`config.mk`:
```
export PLATFORM = sky130hd
export DESIGN_NAME = uart_rx_ovs
export DESIGN_NICKNAME = d
export VERILOG_FILES = /design/src/rtl/uart_rx_ovs.sv
export SDC_FILE = /design/constraint.sdc
export NUM_CORES = 1
export LEC_CHECK = 0
export ABC_AREA = 1
export BUFFER_PORTS_ARGS = -buffer_cell sky130_fd_sc_hd__buf_2
export CAP_MARGIN = 20
export CELL_PAD_IN_SITES_DETAIL_PLACEMENT = 0
export CELL_PAD_IN_SITES_GLOBAL_PLACEMENT = 1
export CORE_MARGIN = 4
export CORE_UTILIZATION = 43
export CTS_CLUSTER_DIAMETER = 30
export CTS_CLUSTER_SIZE = 14
export DETAILED_ROUTE_END_ITERATION = 8
export PLACE_DENSITY = 0.84
export SLEW_MARGIN = 40
export SYNTH_ARGS = -nofsm -noshare
export SYNTH_HDL_FRONTEND = slang
export SYNTH_SLANG_ARGS = --single-unit
```
`constraint.sdc`:
```
create_clock -name clk -period 1.7 [get_ports clk]
set_clock_uncertainty 0.1 [all_clocks]
set_input_delay 0.34 -clock clk [delete_from_list [all_inputs] [get_ports clk]]
set_output_delay 0.34 -clock clk [all_outputs]
set_load 0.05 [all_outputs]
```
`src/rtl/uart_rx_ovs.sv`:
```
`default_nettype none
// ============================================================================
// Module   : uart_rx_ovs
// Purpose  : Oversampled 8N1 UART receiver. Double-flops the asynchronous rx
//            pin, detects the start bit, and majority-votes three samples
//            around mid-bit. A good byte is presented with a one-cycle
//            rx_ready strobe. A rejected frame gives a one-cycle rx_err strobe.
// Ports    : clk      - single clock, rising edge
//            rst      - synchronous reset, active-high
//            rx       - asynchronous serial line, idle high
//            rx_data  - last good byte, held until the next good frame
//            rx_ready - one-cycle strobe, rx_data updated this cycle
//            rx_err   - one-cycle strobe, frame rejected (bad stop/parity)
// Config   : UART_RX_PARITY_EN - when defined, a parity bit follows the data
//            bits and is checked against PARITY_ODD.
// Revision : 1.0 - initial release
// ============================================================================
module uart_rx_ovs #(
    parameter int CLKS_PER_BIT = 16,
    parameter int DATA_W       = 8,
    parameter int PARITY_ODD   = 0
) (
    input  logic              clk,
    input  logic              rst,
    input  logic              rx,
    output logic [DATA_W-1:0] rx_data,
    output logic              rx_ready,
    output logic              rx_err
);

    localparam int c_CW = $clog2(CLKS_PER_BIT + 1);
    localparam int c_IW = $clog2(DATA_W + 1);

    localparam logic [c_CW-1:0] c_ONE      = c_CW'(1);
    localparam logic [c_CW-1:0] c_HM1      = c_CW'(CLKS_PER_BIT / 2 - 1);
    localparam logic [c_CW-1:0] c_H        = c_CW'(CLKS_PER_BIT / 2);
    localparam logic [c_CW-1:0] c_HP1      = c_CW'(CLKS_PER_BIT / 2 + 1);
    localparam logic [c_CW-1:0] c_LAST     = c_CW'(CLKS_PER_BIT - 1);
    localparam logic [c_IW-1:0] c_LAST_BIT = c_IW'(DATA_W - 1);

    typedef enum logic [2:0] {
        ST_IDLE   = 3'd0,
        ST_START  = 3'd1,
        ST_DATA   = 3'd2,
`ifdef UART_RX_PARITY_EN
        ST_PARITY = 3'd3,
`endif
        ST_STOP   = 3'd4,
        ST_BREAK  = 3'd5
    } state_t;

    state_t            r_state_q, w_state_d;
    logic [c_CW-1:0]   r_cnt_q,   w_cnt_d;
    logic [c_IW-1:0]   r_idx_q,   w_idx_d;
    logic [DATA_W-1:0] r_shift_q, w_shift_d;
    logic [DATA_W-1:0] r_data_q,  w_data_d;
    logic [1:0]        r_samp_q,  w_samp_d;
    logic              r_ready_q, w_ready_d;
    logic              r_err_q,   w_err_d;
    logic              r_s1_q,    w_s1_d;
    logic              r_s2_q,    w_s2_d;

    logic w_rx_s;
    logic w_maj;
    logic w_par_ok;

    assign w_s1_d = rx;
    assign w_s2_d = r_s1_q;
    assign w_rx_s = r_s2_q;

    // Two samples are stored at H-1 and H; the third is the live line at H+1.
    assign w_maj = (r_samp_q[0] & r_samp_q[1]) |
                   (r_samp_q[0] & w_rx_s)      |
                   (r_samp_q[1] & w_rx_s);

`ifdef UART_RX_PARITY_EN
    localparam logic c_ODD = (PARITY_ODD != 0);

    logic r_par_q, w_par_d;

    // Total ones over data plus parity bit must match the configured sense.
    assign w_par_ok = (((^r_shift_q) ^ r_par_q) == c_ODD);
`else
    logic w_unused_parity_cfg;

    assign w_unused_parity_cfg = (PARITY_ODD != 0);
    assign w_par_ok            = 1'b1;
`endif

    always_comb begin
        w_state_d = r_state_q;
        w_cnt_d   = (r_cnt_q == c_LAST) ? '0 : r_cnt_q + c_ONE;
        w_idx_d   = r_idx_q;
        w_shift_d = r_shift_q;
        w_data_d  = r_data_q;
        w_samp_d  = r_samp_q;
        w_ready_d = 1'b0;
        w_err_d   = 1'b0;
`ifdef UART_RX_PARITY_EN
        w_par_d   = r_par_q;
`endif

        if (r_cnt_q == c_HM1) w_samp_d[0] = w_rx_s;
        if (r_cnt_q == c_H)   w_samp_d[1] = w_rx_s;

        case (r_state_q)
            ST_IDLE: begin
                w_cnt_d = '0;
                // The cycle that first sees the line low is tick 0 of the
                // start bit, so the timer continues from 1.
                if (!w_rx_s) begin
                    w_state_d = ST_START;
                    w_cnt_d   = c_ONE;
                end
            end
            ST_START: begin
                if ((r_cnt_q == c_HP1) && w_maj) begin
                    w_state_d = ST_IDLE;
                    w_cnt_d   = '0;
                end else if (r_cnt_q == c_LAST) begin
                    w_state_d = ST_DATA;
                    w_cnt_d   = '0;
                    w_idx_d   = '0;
                end
            end
            ST_DATA: begin
                if (r_cnt_q == c_HP1) begin
                    w_shift_d             = r_shift_q >> 1;
                    w_shift_d[DATA_W-1]   = w_maj;
                end
                if (r_cnt_q == c_LAST) begin
                    w_cnt_d = '0;
                    if (r_idx_q == c_LAST_BIT) begin
`ifdef UART_RX_PARITY_EN
                        w_state_d = ST_PARITY;
`else
                        w_state_d = ST_STOP;
`endif
                    end else begin
                        w_idx_d = r_idx_q + 1'b1;
                    end
                end
            end
`ifdef UART_RX_PARITY_EN
            ST_PARITY: begin
                if (r_cnt_q == c_HP1) w_par_d = w_maj;
                if (r_cnt_q == c_LAST) begin
                    w_state_d = ST_STOP;
                    w_cnt_d   = '0;
                end
            end
`endif
            ST_STOP: begin
                // Leave at mid stop bit so the next start edge is caught early.
                if (r_cnt_q == c_HP1) begin
                    w_cnt_d = '0;
                    if (!w_maj) begin
                        w_err_d   = 1'b1;
                        w_state_d = ST_BREAK;
                    end else if (w_par_ok) begin
                        w_data_d  = r_shift_q;
                        w_ready_d = 1'b1;
                        w_state_d = ST_IDLE;
                    end else begin
                        w_err_d   = 1'b1;
                        w_state_d = ST_IDLE;
                    end
                end
            end
            ST_BREAK: begin
                w_cnt_d = '0;
                if (w_rx_s) w_state_d = ST_IDLE;
            end
            default: begin
                w_state_d = ST_IDLE;
                w_cnt_d   = '0;
            end
        endcase
    end

    always_ff @(posedge clk) begin
        if (rst) begin
            r_s1_q    <= 1'b1;
            r_s2_q    <= 1'b1;
            r_state_q <= ST_IDLE;
            r_cnt_q   <= '0;
            r_idx_q   <= '0;
            r_shift_q <= '0;
            r_data_q  <= '0;
            r_samp_q  <= 2'b11;
            r_ready_q <= 1'b0;
            r_err_q   <= 1'b0;
`ifdef UART_RX_PARITY_EN
            r_par_q   <= 1'b0;
`endif
        end else begin
            r_s1_q    <= w_s1_d;
            r_s2_q    <= w_s2_d;
            r_state_q <= w_state_d;
            r_cnt_q   <= w_cnt_d;
            r_idx_q   <= w_idx_d;
            r_shift_q <= w_shift_d;
            r_data_q  <= w_data_d;
            r_samp_q  <= w_samp_d;
            r_ready_q <= w_ready_d;
            r_err_q   <= w_err_d;
`ifdef UART_RX_PARITY_EN
            r_par_q   <= w_par_d;
`endif
        end
    end

    assign rx_data  = r_data_q;
    assign rx_ready = r_ready_q;
    assign rx_err   = r_err_q;

endmodule
`default_nettype wire

```
# == Yosys cells after proc, flatten, opt, wreduce, memory -nomap -nowiden ==
# Index checks and enable logic that the tools add are counted.
# W data, S select, Z words.
# totals
reg_bits,34
in_bits,3
output_inout_bits,10
wordCells,68
# classes
addsub,2
eq_ne,18
muxes,22
bitwise,7
reduce_logical,8
# ops
operator,n
$mux W3,8
$mux W5,4
$pmux W5 S4,1
$mux W4,4
$ne A2 B2 Y1 const B,8
$eq A5 B4 Y1 const B,3
$pmux W3 S5,1
$pmux W4 S2,1
$eq A3 B3 Y1 const B,2
$reduce_and A6 Y1,1
$add A5 B1 Y5 const B,1
$eq A5 B3 Y1 const B,1
$reduce_and A5 Y1,1
$add A4 B1 Y4 const B,1
$eq A4 B3 Y1 const B,1
$and A1 B1 Y1,3
$eq A3 B1 Y1 const B,1
$eq A3 B2 Y1 const B,1
$logic_not A3 Y1,1
$mux W1,3
$ne A3 B3 Y1 const B,1
$reduce_and A3 Y1,1
$reduce_or A3 Y1,1
$not A1 Y1,2
4 further kinds,5

# == Longest topological paths before layout ==
# logic_depth
depth_word,6
mapped_depth,10
mapped_depth_nobuf,10

# == Worst setup path before layout ==
# OpenSTA, ideal clock, no wires.
# synth_timing
path_type,reg2reg
start,register r_cnt_q[1]
end,register r_shift_q[5]
setup_ps,119
t_arrival_ps,1174
path_slack_ps,307
stages_incl_launch_ff,9
path_buffers,1
cell_sequence,dfxtp_1 > inv_1 > ha_1 > nand2_1 > nor2_4 > nand2_1 > buf_4 > o21ai_0 > a21oi_1
# synth_between
elab_chain_cells,2
# synth_rtl
element,line,rtl
"start, declared",53,"logic [c_CW-1:0] r_cnt_q, w_cnt_d;"
"start signal, assigned",200,r_cnt_q <= w_cnt_d;
$eq A5 B4 Y1,127,if (r_cnt_q == c_HP1) begin
$reduce_and A2 Y1 (no line),n/a,
"end signal, assigned",202,r_shift_q <= w_shift_d;
"end, declared",55,"logic [DATA_W-1:0] r_shift_q, w_shift_d;"
# No other way between the ends.
# A chain may end at the register's enable or synchronous reset.

# == Worst setup path after layout ==
# layout_timing
start,register r_cnt_q[0]
end,register r_state_q[2]
# layout_between
elab_chain_cells,4
word_cells_on_any_way,9
# layout_rtl
element,line,rtl
$eq A5 B4 Y1,"117, 155",
$logic_and A1 B1 Y1,117,if ((r_cnt_q == c_HP1) && w_maj) begin
$ne A3 B3 Y1 (no line) or $mux W3 (tied branches),n/a,
$reduce_and A6 Y1 (no line) or $pmux W3 S5 (tied branches),n/a,
"end signal, assigned",199,r_state_q <= w_state_d;
"end, declared",52,"state_t r_state_q, w_state_d;"
# Several ways; a longest one is shown, not always the timed one.

==> flow_summary.ini <==
[global_routing]
grt_antenna_before_repair = 0
grt_pass1_vias = 1245
grt_util_all_layers_pct = 15.6
grt_pass1_wl_um = 5260
grt_max_degree = 23
grt-ovfl-total = 0

[yosys]
synth_area_mm2 = 0.00154
synth_edf_count = 0
avgSynthCellArea_um2 = 7.75
synthDistinctLibCells = 29
synth_top_area_share_pct = 44.2
synth.area.top_cells = dfxtp_1 44%, nand2_1 7.8%, o21ai_0 6.2%, a21oi_1 5.8%, inv_1 5.8%
ys_seq_area_share_pct = 44.2
synth_cells = 199
synthFlopType = dfxtp_1
async_flop_share_pct = 0
yosysTopAreaCell = dfxtp_1
syn_nets = 206
yosys_register_bits = 34
yosys_warnings = 0

[place]
place.detailed.hpwl_um = 2350
port_buffers = 12
pre_cts_ws_ns = 0.122
placedCellCount = 256
gp_congestion = 0.871

[critical_path]
reg2reg_depth = 7
critPathArrivalTime_ns = 1.76
reg2reg_from = r_cnt_q[0]$_SDFF_PP0_
path_class = reg -> reg
critPathLaunchType = register
critPathLaunch = r_cnt_q[0]$_SDFF_PP0_
crit_required_ns = 1.88
end_kind = register
crit_fanout = 5

[sta]
setup_tns_ns = 0
setup_ws_ns = 0.122
period_minus_slack_ns = 1.58
period_share_pct = 92.8
max_clock_freq_mhz = 634
finalMaxSlewViolations = 0
worstMarginPinSlew_ns = 0.324
hold_violations = 0
slew_headroom_pct = 78.2
final-setup-viol-count = 0

[route]
routedWlPerCell_um = 12.0
postRouteAntennaNets = 0
dr.pass1.iters = 7
drtIter0Drc = 93
wl_um = 3160
drc = 0
vias = 1314
vias_per_cell = 4.98

[die]
initial_core_util_pct = 45.5
die_height_um = 67.9
die_x_um = 67.9
dieArea_mm2 = 0.00461
rows = 21
ios = 13
core-area_mm2 = 0.00339

[layout]
layout-drive-gt1-share_pct = 20.6
area_growth_pct = 11.2
nets = 224
fin_cells = 264
diodes = 0
n_fill_cell = 335

[min_path]
min_path_cells = 2
hp-start = rx
hold_class = in -> reg

[clocking]
clkTransAtPathRegs_ns = 0.12
hold_buffers = 0
cts_max_level = 2
cts_made_buffers = 5
clkLatencyLatePin_ns = 0.35
cts_tree = built
cts_sinks = 34
cts_setup_buffers = 0
clockRootBuffer = clkbuf_4
clk_path_buf_depth = 2

[power_and_ir_drop]
power_density_mw_per_mm2 = 1280
leakage_uw = 0.000781
power_uw = 2200
ir_drop_mv = 0.599

[run_status]
status = complete, no violations

[run]
drv_cap = 0
[stage by stage]
| stage | util, % | hold WS [ns] | instance area, µm² |
|---|---|---|---|
| after CTS | 50.4 | 0.0796 | 1710 |
| after global placement | 48.5 | 0.291 | 1650 |
| final | 50.6 | 0.0858 | 1710 |
| after global routing | 50.6 | 0.0784 | 1710 |
| after floorplan | - | 0.289 | 1540 |
| after detailed placement | 48.5 | 0.297 | 1650 |
[logic make-up (layout without fill, tap and decap cells)]
logic type	after synthesis	after routing	share of synthesized area, %
compound gates	44	44	15.4
xor+xnor	2	2	1.14
fa+ha+maj	4	4	3.25
buf+inv	30	49	8.69
flops	34	34	44.2
simple gates	85	85	27.4
[synth_stat cells, types with 2 or more instances]
| library cell | n |
|---|---|
| a21oi_1 | 18 |
| a21oi_2 | 2 |
| dfxtp_1 | 34 |
| ha_1 | 4 |
| inv_1 | 24 |
| inv_2 | 2 |
| nand2_1 | 32 |
| nand2_2 | 4 |
| nand3_1 | 14 |
| nand3_2 | 2 |
| nand4_1 | 2 |
| nor2_1 | 18 |
| nor2_4 | 2 |
| nor3_1 | 3 |
| o21ai_0 | 19 |
| o21ai_1 | 2 |
| or2_2 | 4 |
| xor2_1 | 2 |
[worst max-delay path, cell delays in order, from the launching register on]
cell and delay, ns:
dfxtp_1 0.40, ha_1 0.20, nand4_1 0.17, o21ai_1 0.27, nand3_2 0.15, nand2_1 0.09
nand2_1 0.05, nor2_1 0.09
[cell usage in the layout (no fill, tap or decap)]
master,count
a21oi_1,18
a21oi_2,2
a311oi_1,1
buf_2,12
buf_4,3
clkbuf_4,5
clkbuf_8,1
clkinv_2,1
clkinvlp_4,1
dfxtp_1,34
ha_1,4
inv_1,24
inv_2,2
nand2_1,30
nand2_2,6
nand2_4,1
nand3_1,14
nand3_2,2
nand4_1,2
nor2_1,18
nor2_2,1
nor2_4,2
nor2_8,1
nor3_1,3
nor4_1,1
o21ai_0,19
o21ai_1,2
o21ai_2,1
o31ai_1,1
or2_2,4
xor2_1,2
[power by group]
group | total, µW | leakage, µW | switching, µW | internal, µW
sequential | 939 | 0.000275 | 68.8 | 870
clock | 484 | 0.0000343 | 285 | 199
combinational | 773 | 0.000471 | 515 | 258
total | 2200 | 0.000781 | 869 | 1330
[cell type report]
cell class | count | area [µm²] | share of cell area, %
Clock buffer | 6 | 51.3 | 2.99
Clock inverter | 2 | 12.5 | 0.730
Inverter | 26 | 97.6 | 5.69
Multi-Input combinational cell | 135 | 732 | 42.7
Sequential cell | 34 | 681 | 39.7
Tap cell | 46 | 57.6 | 3.36
Timing Repair Buffer | 15 | 82.6 | 4.82
[path summary, 6_finish.rpt]
kind                                             endpoint  slack [ns]
worst min register to register          r_s2_q$_SDFF_PP1_        0.32
worst min-delay path                    r_s1_q$_SDFF_PP1_        0.09
worst max register to register  r_state_q[2]$_SDFFE_PP0P_        0.12
worst max-delay path            r_state_q[2]$_SDFFE_PP0P_        0.12
[per-layer routing]
metal / track usage (%) / wire [µm]
met4: 10.2 / 64
met2: 25.5 / 1480
met5: 0 / 0
met1: 18.0 / 1510
met3: 3.78 / 105
[flip-flops by register name (all words and copies together), names as in the netlist]
signal / flops
r_s1_q: 1
r_state_q: 3
r_shift_q: 8
r_s2_q: 1
r_cnt_q: 5
r_samp_q: 2
r_idx_q: 4
rx_err: 1
rx_data: 8
rx_ready: 1
[timing repair]
item / CTS / global route
resized for setup: 0 / 2
endpoints found under the setup margin: 0 / 10
hold endpoints to repair: 0 / 0
Power figures use the tool's default switching activity.
